File: src/rtl/connect4_pkg.sv
// Shared Connect-4 types: cell encoding, default board size, move-engine FSM states.
package connect4_pkg;
  typedef enum logic [1:0] {EMPTY = 2'b00, P1 = 2'b01, P2 = 2'b10} cell_t;

  localparam int BOARD_ROWS = 6;
  localparam int BOARD_COLS = 7;

  typedef enum logic {IDLE, SCAN} move_gen_state_t;
endpackage

File: src/rtl/lfsr_rng.sv
// Free-running 8-bit Fibonacci LFSR (taps 7,5,4,3); seed loading exists only
// when MOVE_GEN_SEED_EN is defined.
module lfsr_rng #(
  parameter int LFSR_W = 8
) (
  input  logic              clk,
  input  logic              rst,
  output logic [LFSR_W-1:0] lfsr
`ifdef MOVE_GEN_SEED_EN
  ,
  input  logic              seed_load,
  input  logic [LFSR_W-1:0] seed
`endif
);
  logic fb;
  assign fb = lfsr[7] ^ lfsr[5] ^ lfsr[4] ^ lfsr[3];

  always_ff @(posedge clk) begin
    if (rst) lfsr <= LFSR_W'(1);
`ifdef MOVE_GEN_SEED_EN
    // an all-zero state would lock the LFSR, so a zero seed maps to 1
    else if (seed_load) lfsr <= (seed == '0) ? LFSR_W'(1) : seed;
`endif
    else lfsr <= {lfsr[LFSR_W-2:0], fb};
  end
endmodule

File: src/rtl/random_move_engine.sv
// Connect-4 AI move source: random start column, wrap-around scan of the top row,
// one column per cycle. Seed ports exist only when MOVE_GEN_SEED_EN is defined.
module random_move_engine
  import connect4_pkg::*;
#(
  parameter  int ROWS   = BOARD_ROWS,
  parameter  int COLS   = BOARD_COLS,
  parameter  int LFSR_W = 8,
  localparam int COL_W  = $clog2(COLS)
) (
  input  logic                         clk,
  input  logic                         rst,
  input  logic                         req,
  input  cell_t [0:ROWS-1][0:COLS-1]   board,
  output logic                         busy,
  output logic                         done,
  output logic                         valid,
  output logic [COL_W-1:0]             col
`ifdef MOVE_GEN_SEED_EN
  ,
  input  logic                         seed_load,
  input  logic [LFSR_W-1:0]            seed
`endif
);
  localparam logic [COL_W-1:0] LAST = COL_W'(COLS - 1);

  move_gen_state_t   state;
  logic [LFSR_W-1:0] lfsr;
  logic [COL_W-1:0]  offset, cur_col, step;
  logic              unused_rows;

  // only the top row decides playability
  assign unused_rows = ^board;

  lfsr_rng #(.LFSR_W(LFSR_W)) u_rng (
    .clk       (clk),
    .rst       (rst),
    .lfsr      (lfsr)
`ifdef MOVE_GEN_SEED_EN
    ,
    .seed_load (seed_load),
    .seed      (seed)
`endif
  );

  assign offset = COL_W'(lfsr % LFSR_W'(COLS));

  always_ff @(posedge clk) begin
    if (rst) begin
      state   <= IDLE;
      busy    <= 1'b0;
      done    <= 1'b0;
      valid   <= 1'b0;
      col     <= '0;
      cur_col <= '0;
      step    <= '0;
    end else begin
      done <= 1'b0;
      case (state)
        IDLE: if (req) begin
          cur_col <= offset;
          step    <= '0;
          state   <= SCAN;
          busy    <= 1'b1;
        end
        SCAN: begin
          if (board[0][cur_col] == EMPTY) begin
            col   <= cur_col;
            valid <= 1'b1;
            done  <= 1'b1;
            busy  <= 1'b0;
            state <= IDLE;
          end else if (step == LAST) begin
            col   <= '0;
            valid <= 1'b0;
            done  <= 1'b1;
            busy  <= 1'b0;
            state <= IDLE;
          end else begin
            cur_col <= (cur_col == LAST) ? '0 : cur_col + 1'b1;
            step    <= step + 1'b1;
          end
        end
        default: state <= IDLE;
      endcase
    end
  end
endmodule

File: config.mk
export PLATFORM = sky130hd
export DESIGN_NAME = random_move_engine
export DESIGN_NICKNAME = d
export VERILOG_FILES = /design/src/rtl/connect4_pkg.sv /design/src/rtl/lfsr_rng.sv /design/src/rtl/random_move_engine.sv
export SDC_FILE = /design/constraint.sdc
export NUM_CORES = 1
export LEC_CHECK = 0
export ABC_AREA = 0
export CORE_MARGIN = 2
export CORE_UTILIZATION = 35
export CTS_CLUSTER_SIZE = 24
export DETAILED_ROUTE_END_ITERATION = 10
export HOLD_SLACK_MARGIN = 0.03
export PLACE_DENSITY = 0.87
export RECOVER_POWER = 25
export SLEW_MARGIN = 0
export SYNTH_ARGS = -nofsm -noshare
export SYNTH_HDL_FRONTEND = slang
export SYNTH_SLANG_ARGS = --single-unit
File: constraint.sdc
create_clock -name clk -period 2.95 [get_ports clk]
set_input_delay 0.4425 -clock clk [delete_from_list [all_inputs] [get_ports clk]]
set_output_delay 0.4425 -clock clk [all_outputs]
set_load 0.005 [all_outputs]
==> qor.yml, run 1 <==
logic_synthesis:
  netlist_top_cells_area: "dfxtp_1 (26%), buf_6 (6.3%), nor2_1 (3.3%)"
  synthCells: 190
  ys_types: 66
  synth_edf_count: 0
  ys_seq_area_frac: 0.261
  synth_area_per_cell_um2: 8.48
  synth_nets: 281
  ys_top_cells_by_count: "dfxtp_1 (21), nor2_1 (14), nand2_1 (12)"
  synth_area_um2: 1610
  netlist.area_leader.share: 0.261
  synth_ff_type: "dfxtp_1"
  yosys_warnings: 0
  yosys.area.top_type: "dfxtp_1"
  synth_most_common_cell: "dfxtp_1"
  async_reset_ff_frac: 0
  ys_ff_latch: 21
routing:
  drc: 0
  vias_per_cell: 6.23
  ant_nets: 0
  wire_per_inst_um: 19.1
  routed_wl_um: 5620
  drtIter0Drc: 350
  vias: 1831
  first_pass_iters: 6
clocking:
  clkLatencyLatePin_ns: 0.27
  path_clk_slew_ns: 0.09
  postCtsHoldBufs: 0
  cts_max_path_buffers: 2
  htree_levels: 1
  cts_root_buffer: "clkbuf_8"
  cts_buffers: 3
  cts.sinks: 21
  cts_tree: "yes"
critical_path:
  r2r_end: "cur_col[1]$_SDFFE_PP0P_"
  critical-path-max-stage-delay_ns: 0.38
  slowest_stage: "dfxtp_4"
  path_max_fanout: 5
  critPathCaptureType: "register"
  path_cells: "buf_4 > nand2_2 > o32ai_4 > a211oi_4 > inv_2 > ha_4 > nand2b_1 > a311oi_2 > a221oi_4 > and2_4 > o21ai_4 > ha_4 > nand2_2 > a31oi_4 > a41oi_1 > nand4b_1 > o211ai_1"
  crit_start: "u_rng.lfsr[2]$_SDFF_PP0_"
  cp-endpoint: "cur_col[1]$_SDFFE_PP0P_"
  regToRegSetupSlack_ns: -0.23
  worst_r2r_startpoint: "u_rng.lfsr[2]$_SDFF_PP0_"
  path_class: "register to register"
  rr_worst_depth: 17
  start_kind: "register"
  required_ns: 3.10
  cp.arrival_ns: 3.33
cells_and_area:
  area_growth_pct: 43.0
  fillers: 357
  final_nets: 334
  antennaDiodeCount: 0
  drive_gt1_frac: 0.376
sta:
  slew_violations: 0
  worstMarginPinSlew_ns: 0.564
  setup_slack_ns: -0.228
  rsz0062_at_grt: "true"
  period_minus_slack_ns: 3.18
  post-route-period-util: 1.08
  max_freq_mhz: 315
  finalSetupViolCount: 3
  hold_violations: 0
  fin_skew_ns: 0.00517
  relSlewSlack: 0.624
die:
  die_y_um: 71.8
  start_util: 0.367
  die_area_um2: 5160
  ios: 93
  core_region_area_um2: 4380
  num_rows: 24
  die_w_um: 71.8
run_status:
  status: "finished with violations"
  violations: "negative setup slack"
global_routing:
  grt_max_degree: 16
  grt_overflow: 0
  grt_pass1_vias: 1748
  grt_antenna_before_repair: 0
  track_usage: 0.183
  grt_pass1_wl_um: 7610
placement:
  place_hpwl_um: 2970
  portBuffers: 22
  dp_slack_ns: -0.144
  gp_congestion: 0.882
pwr:
  swShare: 0.342
  power_switching_uw: 266
  ir_worst_vdd_mv: 0.186
  intPower_uw: 512
  p_per_area_nw_per_um2: 338
  total_power_uw: 778
  seq_power_share: 0.432
  p_comb_frac: 0.308
  p_leak_uw: 0.000891
  clockPowerShare: 0.260
hold_path:
  hp-class: "register to register"
run:
  drv_cap: 0
-- state kept, by name, summed over array words and instances, names as in the netlist --
signal,flops
step,3
state,1
u_rng.lfsr,8
cur_col,3
done,1
busy,1
valid,1
col,3
-- layout by cell type, fill, tap and decap left out, types with 3 or more instances in the layout --
cell type	netlist	layout
dfxtp_4	0	6
inv_2	4	4
clkdlybuf4s50_1	0	21
nor2_1	14	13
nand3_1	5	5
a211o_1	4	4
nor2b_1	4	4
a22o_1	3	3
o211ai_1	6	6
a21oi_1	9	8
xnor2_1	3	3
nor3b_1	3	3
buf_4	1	41
nor3_1	6	5
o21ai_0	6	5
nand2_1	12	8
clkbuf_8	0	3
a31oi_1	6	4
nand2_2	0	3
inv_1	7	7
dfxtp_1	21	15
-- power groups by stage --
| stage | Combinational, uW | Clock, uW | Sequential (uW) |
|---|---|---|---|
| floorplan | 146 | 0 | 320 |
| global placement | 187 | 0 | 342 |
| detailed placement | 193 | 0 | 344 |
| CTS | 210 | 195 | 333 |
| global route | 253 | 216 | 338 |
| finish | 240 | 202 | 336 |
-- worst min path at each step --
stage	startpoint	end	slack, ns	depth (start not counted)
finish	busy$_SDFFE_PP0P_	busy$_SDFFE_PP0P_	0.47	1
floorplan	step[1]$_SDFFE_PP0P_	step[1]$_SDFFE_PP0P_	0.46	2
CTS	busy$_SDFFE_PP0P_	busy$_SDFFE_PP0P_	0.47	1
global placement	busy$_SDFFE_PP0P_	busy$_SDFFE_PP0P_	0.45	1
global route	busy$_SDFFE_PP0P_	busy$_SDFFE_PP0P_	0.50	1
detailed placement	busy$_SDFFE_PP0P_	busy$_SDFFE_PP0P_	0.45	1
-- timing repair --
item                                    4_1_cts  5_1_grt
gates resized for setup                      20       13
pin swaps                                     9       12
setup buffers                                 9        5
endpoints found under the setup margin        3        3
-- kinds of logic after synthesis --
| kind of cell | synth area share |
|---|---|
| AO/OA/AOI/OAI | 0.343 |
| AND/OR/NAND/NOR | 0.235 |
| buffers and inverters | 0.109 |
| flip-flops | 0.261 |
| XOR/XNOR | 0.0218 |
| adder cells (fa/ha/maj) | 0.0311 |
-- area by class of cell --
type	instances	area, um2	area share
well taps	52	65.1	0.0283
flip-flops and latches	21	443	0.192
clock buffers	3	41.3	0.0179
clock inverters	1	5.00	0.00217
multi-input cells	142	1160	0.503
inverters	11	41.3	0.0179
repair buffers	64	548	0.238
-- critical path, delay by kind of cell (launching register included) --
family,cells,cell delay [ns]
AO/OA/AOI/OAI,8,1.40
adder cells (fa/ha/maj),2,0.39
buffers and inverters,2,0.24
flip-flops,1,0.38
AND/OR/NAND/NOR,5,0.63
-- routing by layer --
| layer | wire (um) | share of wire | vias to the layer above | GRT usage |
|---|---|---|---|---|
| li1 | - | - | 817 | - |
| met1 | 2190 | 0.39 | 846 | 0.209 |
| met2 | 2710 | 0.48 | 134 | 0.319 |
| met3 | 415 | 0.074 | 34 | 0.0239 |
| met4 | 301 | 0.054 | 0 | 0.122 |
| met5 | 0 | 0 | - | 0 |
-- through the flow --
stage	hold WS (ns)	util	cell area [um2]	setup TNS (ns)	cells
2_1_floorplan	0.457	-	1630	-0.0761	190
3_3_place_gp	0.448	0.457	2000	-0.212	276
3_5_place_dp	0.455	0.457	2000	-0.359	276
4_1_cts	0.474	0.499	2190	-0.00483	289
5_1_grt	0.497	0.525	2300	-0.784	294
6_report	0.470	0.525	2300	-0.501	294
(Power assumes the default switching activity.)
==> run 2, diff against run 1 <==
- CTS_CLUSTER_SIZE: 24 -> 10
==> results of run 2 <==
The final DEF is identical to that of run 1; final timing and power are the same.
